## src/rtl/uart_tx_pkg.sv

```systemverilog
// uart_tx_pkg: state encoding and default bit timing shared by the UART blocks.
package uart_tx_pkg;
    localparam int DEFAULT_CLKS_PER_BIT = 10416;
    typedef enum logic [2:0] {IDLE, START, DATA, PARITY, STOP} state_t;
endpackage

```

## src/rtl/uart_bit_timer.sv

```systemverilog
// uart_bit_timer: free-running bit-period counter with terminal-count tick and clear.
module uart_bit_timer import uart_tx_pkg::*; #(
    parameter int CLKS_PER_BIT = DEFAULT_CLKS_PER_BIT
) (
    input  logic clk,
    input  logic rst,
    input  logic clr,
    output logic tick
);
    localparam int W = $clog2(CLKS_PER_BIT);
    localparam logic [W-1:0] LAST = W'(CLKS_PER_BIT - 1);
    logic [W-1:0] cnt;
    assign tick = cnt == LAST;
    always_ff @(posedge clk or posedge rst)
        if (rst) cnt <= '0;
        else cnt <= (clr || tick) ? '0 : cnt + 1'b1;
endmodule

```

## src/rtl/uart_tx.sv

```systemverilog
// uart_tx: valid/ready byte in, start/data/parity/stop frame out on a registered tx line.
module uart_tx import uart_tx_pkg::*; #(
    parameter int CLKS_PER_BIT = DEFAULT_CLKS_PER_BIT,
    parameter int DATA_BITS    = 8,
    parameter int PARITY_EN    = 0,
    parameter int PARITY_ODD   = 0,
    parameter int STOP_BITS    = 1
) (
    input  logic                 clk,
    input  logic                 rst,
    input  logic [DATA_BITS-1:0] tx_data,
    input  logic                 tx_start,
    output logic                 tx_ready,
    output logic                 tx,
    output logic                 tx_busy,
    output logic                 tx_done
);
    localparam int BW = $clog2(DATA_BITS);
    localparam logic [BW-1:0] LAST_DATA = BW'(DATA_BITS - 1);
    localparam logic [BW-1:0] LAST_STOP = BW'(STOP_BITS - 1);
    state_t state, state_n;
    logic [DATA_BITS-1:0] shreg;
    logic [BW-1:0] bit_cnt;
    logic par, tick, tx_n, last;
    uart_bit_timer #(.CLKS_PER_BIT(CLKS_PER_BIT)) u_timer (
        .clk(clk), .rst(rst), .clr(tx_ready), .tick(tick)
    );
    assign tx_ready = state == IDLE;
    assign tx_busy  = ~tx_ready;
    assign last     = bit_cnt == (state == STOP ? LAST_STOP : LAST_DATA);
    assign tx_done  = state == STOP && tick && last;
    // tx_n is the level of the bit being entered, so tx lines up with state
    always_comb begin
        state_n = state;
        tx_n = tx;
        case (state)
            IDLE:   if (tx_start) begin state_n = START; tx_n = 1'b0; end
            START:  if (tick) begin state_n = DATA; tx_n = shreg[0]; end
            DATA:   if (tick) begin
                if (!last) tx_n = shreg[1];
                else if (PARITY_EN != 0) begin state_n = PARITY; tx_n = par; end
                else begin state_n = STOP; tx_n = 1'b1; end
            end
            PARITY: if (tick) begin state_n = STOP; tx_n = 1'b1; end
            STOP:   if (tick && last) state_n = IDLE;
            default: begin state_n = IDLE; tx_n = 1'b1; end
        endcase
    end
    always_ff @(posedge clk or posedge rst)
        if (rst) begin
            state <= IDLE;
            tx <= 1'b1;
            shreg <= '0;
            bit_cnt <= '0;
            par <= 1'b0;
        end else begin
            state <= state_n;
            tx <= tx_n;
            if (tx_ready && tx_start) begin
                shreg <= tx_data;
                par <= ^tx_data ^ (PARITY_ODD != 0);
            end else if (state == DATA && tick) shreg <= shreg >> 1;
            if (tick) bit_cnt <= (state_n != state) ? '0 : bit_cnt + 1'b1;
        end
endmodule

```

## config.mk

```make
export PLATFORM = sky130hd
export DESIGN_NAME = uart_tx
export DESIGN_NICKNAME = d
export VERILOG_FILES = /design/src/rtl/uart_tx_pkg.sv /design/src/rtl/uart_bit_timer.sv /design/src/rtl/uart_tx.sv
export SDC_FILE = /design/constraint.sdc
export NUM_CORES = 1
export LEC_CHECK = 0
export BUFFER_PORTS_ARGS = -buffer_cell sky130_fd_sc_hd__buf_4
export CAP_MARGIN = 30
export CORE_ASPECT_RATIO = 1.2
export CORE_MARGIN = 4
export CORE_UTILIZATION = 47
export DETAILED_ROUTE_END_ITERATION = 6
export PLACE_DENSITY_LB_ADDON = 0.2
export SYNTH_ARGS = -nofsm -noshare
export SYNTH_HDL_FRONTEND = slang
export SYNTH_SLANG_ARGS = --single-unit
```

## constraint.sdc

```tcl
create_clock -name clk -period 1.6 [get_ports clk]
set_input_delay 0.08 -clock clk [delete_from_list [all_inputs] [get_ports clk]]
set_output_delay 0.08 -clock clk [all_outputs]
set_load 0.01 [all_outputs]
```

==> summary.txt, run 1 <==
status - complete, but fails checks
failing checks - negative setup slack
register area - 728 um^2
post-route setup TNS - -0.175 ns
total wire length - 3640 um
worst skew pair latency - 0.33 ns
Seq/Total Area, Yosys - 0.469
Final Net Count - 213
RSZ-0062 raised after global routing - true
Routed Antenna Nets - 0
CTS HTree Levels - 2
initial antenna violation count - 0
number of antenna diodes - 0
row count - 22
Root Driver - clkbuf_4
initial drt markers - 60
CP Data Arrival Time - 1.61 ns
largest net degree at the start of global routing - 30
critical path capture point type - output pin
max_cap viols - 0
chip width - 60.4 um
starting density of the core - 0.498
data required time of the critical path - 1.52 ns
CP peak stage delay - 0.44 ns
placed wire-length estimate - 2530 um
Ports - 15
Multi-input gate area - 800 um^2
GR Util All Layers - 0.181
Synth Net Count - 177
post-synthesis instance total - 164
Initial DRT Pass Iterations - 4
Clock Sinks - 29
Avg Inst Size Synth - 9.45 um^2
yosys warns - 0
cell chain of the critical path - buf_4 > buf_4 > nor2_1 > nand2_1 > nor3_4 > buf_4
CTS tree - built
worst-margin pin slew - 0.427 ns
Finished Layout Cells - 237
number of global-route vias before repair - 1375
Setup Crit Path Kind - reg2out
Max FO, Critical Path - 8
layout cell share with drive strength beyond 1 - 0.294
fin crit period - 1.69 ns
Hold Crit Class - in2reg
LEAKAGE - 0.871 nW
total core area - 3110 um^2
Cell Pwr Density - 656 nW/um^2
die height - 70.9 um
Placer Congestion - 0.871
slack of the critical path - -0.0948 ns
Fin. Hold Viols - 0
most common cell after layout, fill and taps aside - buf_4
critical path's slowest cell - dfrtp_2
register bit total from synthesis - 29
fin. max-slew vios - 0
Max clock buf depth - 2
area grow syn2layout - 27.1%
most frequent cells in the layout - buf_4, nor2_1, dfrtp_1
total CTS buffers - 5
drt drc - 0
Clk pin slew, worst setup/hold paths - 0.09 ns
fillers - 252
first-pass GRT wire length - 5830 um
top cells by area, synth - dfrtp_1, nor2_1, xor2_1
die area - 4280 um^2
port buffer count - 14
Post-DP Area - 1810 um^2
Post-Place Cells - 224
final worst path period share - 1.06
Design Area, Final - 1970 um^2
wire per inst - 15.4 um
Final Util - 0.634
# setup viols final - 7
CP startpoint kind - register
synth unique cells - 43
Setup Skew - 0.00939 ns
CP most frequent cell - buf_4
peak supply drop - 0.691 mV
DR vias/cell - 5.84
remaining global-route overflow - 0
Max-slew headroom - 0.715
top-area cell type share of the netlist area - 0.452
cell taking the most area after synthesis - dfrtp_1
fmax - 590 MHz
Synth Cell Area - 1550 um^2
vias post-DR - 1384
## state kept, by name (all words and copies together), names as in the netlist
signal and cells:
shreg 8, u_timer.cnt 14, state 3, bit_cnt 3, tx 1
## layout make-up
class / instances / share of cell area
Sequential cell: 29 / 0.370
Clock buffer: 7 / 0.0330
Clock inverter: 1 / 0.00254
Inverter: 3 / 0.00698
Tap cell: 36 / 0.0229
Timing Repair Buffer: 38 / 0.159
Multi-Input combinational cell: 123 / 0.406
## worst max-delay path, delay by kind of cell, from the launching register on
| kind | cells | cell delay, ns |
|---|---|---|
| buffers and inverters | 3 | 0.43 |
| flip-flops | 1 | 0.44 |
| AND/OR/NAND/NOR | 3 | 0.41 |
## path summary, 6_finish.rpt
path                                           from                        end  slack (ns)  depth (start not counted)
max in group asynchronous                       rst             tx$_DFFE_PP1P_        0.92                          4
max reg2reg                u_timer.cnt[0]$_DFF_PP0_       shreg[3]$_DFFE_PP0P_       -0.02                          7
min                                      tx_data[7]       shreg[7]$_DFFE_PP0P_       0.003                          3
max                              state[0]$_DFF_PP0_                    tx_done       -0.09                          6
min reg2reg                u_timer.cnt[0]$_DFF_PP0_   u_timer.cnt[0]$_DFF_PP0_        0.54                          2
min in group asynchronous                       rst  u_timer.cnt[10]$_DFF_PP0_        0.36                          4
## per-stage QoR
stage               hold slack, ns  setup slack (ns)  power [mW]
finish                     0.00302           -0.0948        1.29
global route                0.0153            -0.186        1.34
CTS                        0.00696            -0.102        1.30
detailed placement           0.183            -0.132       0.787
global placement             0.174           -0.0296       0.786
floorplan                    0.157            0.0224       0.760
## cell usage after synthesis (all sizes together)
cell type / count
ha: 2
xnor2: 1
o211ai: 2
and4bb: 1
o2111ai: 1
a211oi: 1
inv: 3
and2: 2
a21oi: 2
o311ai: 1
nand2: 8
nor4b: 1
dfrtp: 28
nand4b: 2
o21ai: 10
or4: 1
a2111oi: 1
nand2b: 2
xor2: 11
or2: 1
clkbuf: 4
nand4: 5
dfstp: 1
nor3b: 1
nor2b: 1
or3: 4
and3: 4
a31oi: 7
mux2i: 1
nand3: 14
buf: 5
nor3: 1
nand3b: 1
and4: 4
a21o: 2
o32ai: 1
nor2: 27
## layer usage
layer / track usage / share of wire / routed length (um)
met5: 0 / 0 / 0
met4: 0.0964 / 0.021 / 78
met3: 0.0383 / 0.030 / 110
met2: 0.320 / 0.55 / 2000
met1: 0.194 / 0.40 / 1450
## where the power goes
group          switching, mW  internal, mW
logic                 0.0212        0.0218
registers                  0         0.732
clock network          0.263         0.254
## what timing repair did
action | 4_1_cts | 5_1_grt
hold buffers | 1 | 1
setup endpoints to repair | 12 | 13
hold endpoints to repair | 28 | 1
gates resized for setup | 8 | 6
setup buffers | 1 | 2
pin swaps | 3 | 2
## cell families after synthesis
family	synth area share
adder cells (fa/ha/maj)	0.0161
multiplexers	0.00646
buffers and inverters	0.0371
AND/OR/NAND/NOR	0.290
XOR/XNOR	0.0678
AO/OA/AOI/OAI	0.114
flip-flops	0.469
Power figures use the tool's default switching activity.
==> run 2, diff against run 1 <==
--- a/config.mk
+++ b/config.mk
@@ -5,6 +5,7 @@
 export SDC_FILE = /design/constraint.sdc
 export NUM_CORES = 1
 export LEC_CHECK = 0
+export ABC_AREA = 1
 export BUFFER_PORTS_ARGS = -buffer_cell sky130_fd_sc_hd__buf_4
 export CAP_MARGIN = 30
 export CORE_ASPECT_RATIO = 1.2
==> run 2 against run 1 <==
Effect of this change:
- die area rose by 6.9%
- sequential power rose by 2%
- power up 9.1%
- register-to-register slack worse by 0.03 ns
- the run still ends with negative setup slack left
- synthesized area up 7.8%
- first-iteration DRC count decreased by 30%
- synthesized cell count rose by 26%
- via count is 6.4% higher
- critical path depth grew 3
- worst hold slack gained 0.011 ns
- sequential cell count did not move
==> summary.txt, run 2 <==
status - complete, but fails checks (unchanged)
failing checks - negative setup slack (unchanged)
Top reg by flops - u_timer.cnt (unchanged)
LEAKAGE - 1.07 nW (was 0.871 nW)
Hold Path Stages - 3 (unchanged)
Cell Pwr Density - 649 nW/um^2 (was 656 nW/um^2)
worst skew pair latency - 0.28 ns (was 0.33 ns)
Worst R2R End - shreg[3]$_DFFE_PP0P_ (unchanged)
Max FO, Critical Path - 5 (was 8)
hold path endpoint - shreg[7]$_DFFE_PP0P_ (unchanged)
peak supply drop - 0.579 mV (was 0.691 mV)
most frequent cells in the layout - nand2_1, buf_4, dfrtp_1 (was buf_4, nor2_1, dfrtp_1)
Hold Crit Class - in2reg (unchanged)
wire per inst - 12.4 um (was 15.4 um)
Clk pin slew, worst setup/hold paths - 0.06 ns (was 0.09 ns)
complex-gate fraction of the synthesized area - 0.134 (was 0.114)
Seq/Total Area, Yosys - 0.435 (was 0.469)
post-synthesis instance total - 207 (was 164)
largest family of logic cells by synthesized area - simple AND/OR/NAND/NOR gates (unchanged)
layout cell share with drive strength beyond 1 - 0.364 (was 0.294)
starting density of the core - 0.492 (was 0.498)
DR vias/cell - 5.08 (was 5.84)
xor and xnor area share after synthesis - 0.0262 (was 0.0678)
Fin. Hold Viols - 0 (unchanged)
Post-DP Area - 1860 um^2 (was 1810 um^2)
switching share of total power - 0.205 (was 0.220)
Final Net Count - 265 (was 213)
area grow syn2layout - 30.1% (was 27.1%)
Worst R2R Start - u_timer.cnt[1]$_DFF_PP0_ (was u_timer.cnt[0]$_DFF_PP0_)
number of global-route vias before repair - 1397 (was 1375)
Design Area, Final - 2170 um^2 (was 1970 um^2)
CTS HTree Levels - 2 (unchanged)
CTS tree - built (unchanged)
# setup viols final - 6 (was 7)
total CTS buffers - 5 (unchanged)
chip width - 62.4 um (was 60.4 um)
most common cell after layout, fill and taps aside - nand2_1 (was buf_4)
max_cap viols - 0 (unchanged)
Fin Hold WS - 0.0138 ns (was 0.00302 ns)
Logic pwr share - 0.038 (was 0.033)
Final Util - 0.640 (was 0.634)
RSZ-0062 raised after global routing - true (unchanged)
Adder-Cell Fraction of Synth Area - 0.0150 (was 0.0161)
top-area cell type share of the netlist area - 0.419 (was 0.452)
Placer Congestion - 0.799 (was 0.871)
drt drc - 0 (unchanged)
Synth Cell Area - 1670 um^2 (was 1550 um^2)
port buffer count - 14 (unchanged)
initial drt markers - 42 (was 60)
Root Driver - clkbuf_8 (was clkbuf_4)
biggest regs - u_timer.cnt: 14 flops, shreg: 8 flops (unchanged)
Max-slew headroom - 0.760 (was 0.715)
vias post-DR - 1473 (was 1384)
EDFF count, synth - 0 (unchanged)
Setup Crit Path Kind - reg2reg (was reg2out)
first-pass GRT wire length - 5780 um (was 5830 um)
Hold Startpoint - tx_data[7] (unchanged)
P_int - 1.12 mW (was 1.01 mW)
number of antenna diodes - 0 (unchanged)
Reg2Reg Depth - 9 (was 7)
total chip power - 1.41 mW (was 1.29 mW)
total core area - 3400 um^2 (was 3110 um^2)
Setup Skew - 0.00134 ns (was 0.00939 ns)
pre-CTS setup slack - 0.0264 ns (was -0.132 ns)
count leader, synth - nand2_1 (was dfrtp_1)
die height - 73.3 um (was 70.9 um)
ys async rst share - 1.00 (unchanged)
Initial DRT Pass Iterations - 4 (unchanged)
synth unique cells - 29 (was 43)
remaining global-route overflow - 0 (unchanged)
row count - 23 (was 22)
fin crit period - 1.65 ns (was 1.69 ns)
ys flop type - dfrtp_1 (unchanged)
cell taking the most area after synthesis - dfrtp_1 (unchanged)
slack of the critical path - -0.0459 ns (was -0.0948 ns)
Flop pwr share - 0.531 (was 0.566)
post-route setup TNS - -0.118 ns (was -0.175 ns)
GR Util All Layers - 0.160 (was 0.181)
die area - 4580 um^2 (was 4280 um^2)
Synth top cells by count - nand2_1, dfrtp_1, inv_1 (was dfrtp_1, nor2_1, nand3_1)
mux cell area share after synthesis - 0 (was 0.00646)
yosys warns - 0 (unchanged)
fmax - 608 MHz (was 590 MHz)
Avg Inst Size Synth - 8.08 um^2 (was 9.45 um^2)
critical path capture point type - register (was output pin)
CP Data Arrival Time - 1.84 ns (was 1.61 ns)
Synth Net Count - 220 (was 177)
placed wire-length estimate - 2400 um (was 2530 um)
Ports - 15 (unchanged)
Clock power frac - 0.431 (was 0.400)
CP startpoint kind - register (unchanged)
Routed Antenna Nets - 0 (unchanged)
top cells by area, synth - dfrtp_1, nand2_1, inv_1 (was dfrtp_1, nor2_1, xor2_1)
largest net degree at the start of global routing - 30 (unchanged)
Clock Sinks - 29 (unchanged)
total wire length - 3600 um (was 3640 um)
fin. max-slew vios - 0 (unchanged)
data required time of the critical path - 1.80 ns (was 1.52 ns)
Psw - 0.290 mW (was 0.284 mW)
Post-Place Cells - 264 (was 224)
max FFs per register - 14 (unchanged)
initial antenna violation count - 0 (unchanged)
Max clock buf depth - 2 (unchanged)
worst-margin pin slew - 0.360 ns (was 0.427 ns)
simple-gate share of the synthesized area - 0.305 (was 0.290)
register bit total from synthesis - 29 (unchanged)
Finished Layout Cells - 290 (was 237)
FF-to-FF setup slack - -0.05 ns (was -0.02 ns)
final worst path period share - 1.03 (was 1.06)
[run 2: cell types whose count changed in the layout (fill, tap and decap cells not counted), sizes merged, moves of 3 or more]
cell / previous run / this run
inv: 3 / 33
a31oi: 7 / 3
or3: 4 / 0
and4: 4 / 0
o21ai: 10 / 13
and3: 4 / 0
a21oi: 2 / 11
nor2: 27 / 33
nor3: 1 / 6
xor2: 11 / 3
o211ai: 2 / 5
nand2: 8 / 46
[run 2: timing repair]
item	CTS	global route
cloned	0	1
resized for setup	6	16
pin swaps	2	12
setup endpoints to repair	1	21
hold buffers	1	0
setup buffers	4	12
hold endpoints to repair	28	0
[run 2: per-layer routing]
metal,share of wire,GRT usage,vias to the layer above
met2,0.53,0.287,25
met1,0.43,0.180,685
met5,0,0,-
li1,-,-,759
met3,0.033,0.0459,4
met4,0.0092,0.0637,0
[run 2: kinds of logic (layout without fill, tap and decap cells)]
logic type,after synthesis,after routing
adder cells (fa/ha/maj),2,2
XOR/XNOR,5,5
buffers and inverters,35,80
flip-flops,29,29
AO/OA/AOI/OAI,33,34
AND/OR/NAND/NOR,103,103
[run 2: layout make-up]
type                            instances  area, um^2
Fill cell                             303        1220
Multi-Input combinational cell        144         872
Sequential cell                        29         728
Timing Repair Buffer                   39         312
Inverter                               33         126
Clock buffer                            8        90.1
Tap cell                               37        46.3
[run 2: worst max-delay path by stage]
stage | startpoint | end | slack [ns] | cells past startpoint
floorplan | u_timer.cnt[0]$_DFF_PP0_ | bit_cnt[2]$_DFFE_PP0P_ | 0.1 | 10
global placement | u_timer.cnt[1]$_DFF_PP0_ | u_timer.cnt[10]$_DFF_PP0_ | 0.06 | 10
detailed placement | u_timer.cnt[1]$_DFF_PP0_ | u_timer.cnt[10]$_DFF_PP0_ | 0.03 | 10
CTS | u_timer.cnt[0]$_DFF_PP0_ | tx_done | 0.00002 | 8
global route | state[0]$_DFF_PP0_ | bit_cnt[2]$_DFFE_PP0P_ | -0.14 | 11
finish | u_timer.cnt[1]$_DFF_PP0_ | shreg[3]$_DFFE_PP0P_ | -0.05 | 9
[run 2: power groups by stage]
stage | Clock, mW | Combinational (mW) | Sequential (mW)
2_1_floorplan | 0 | 0.0266 | 0.761
3_3_place_gp | 0 | 0.0525 | 0.762
3_5_place_dp | 0 | 0.0538 | 0.762
4_1_cts | 0.628 | 0.0554 | 0.749
5_1_grt | 0.667 | 0.0628 | 0.749
6_report | 0.608 | 0.0539 | 0.749
[run 2: critical path: stages (launching register included)]
cell and delay, ns:
dfrtp_1 0.35, ha_2 0.22, nand3_4 0.10, nor2_4 0.14, nand2_4 0.09, buf_12 0.15, o21ai_4 0.21, buf_4 0.15
nor2_1 0.03, a31oi_1 0.13
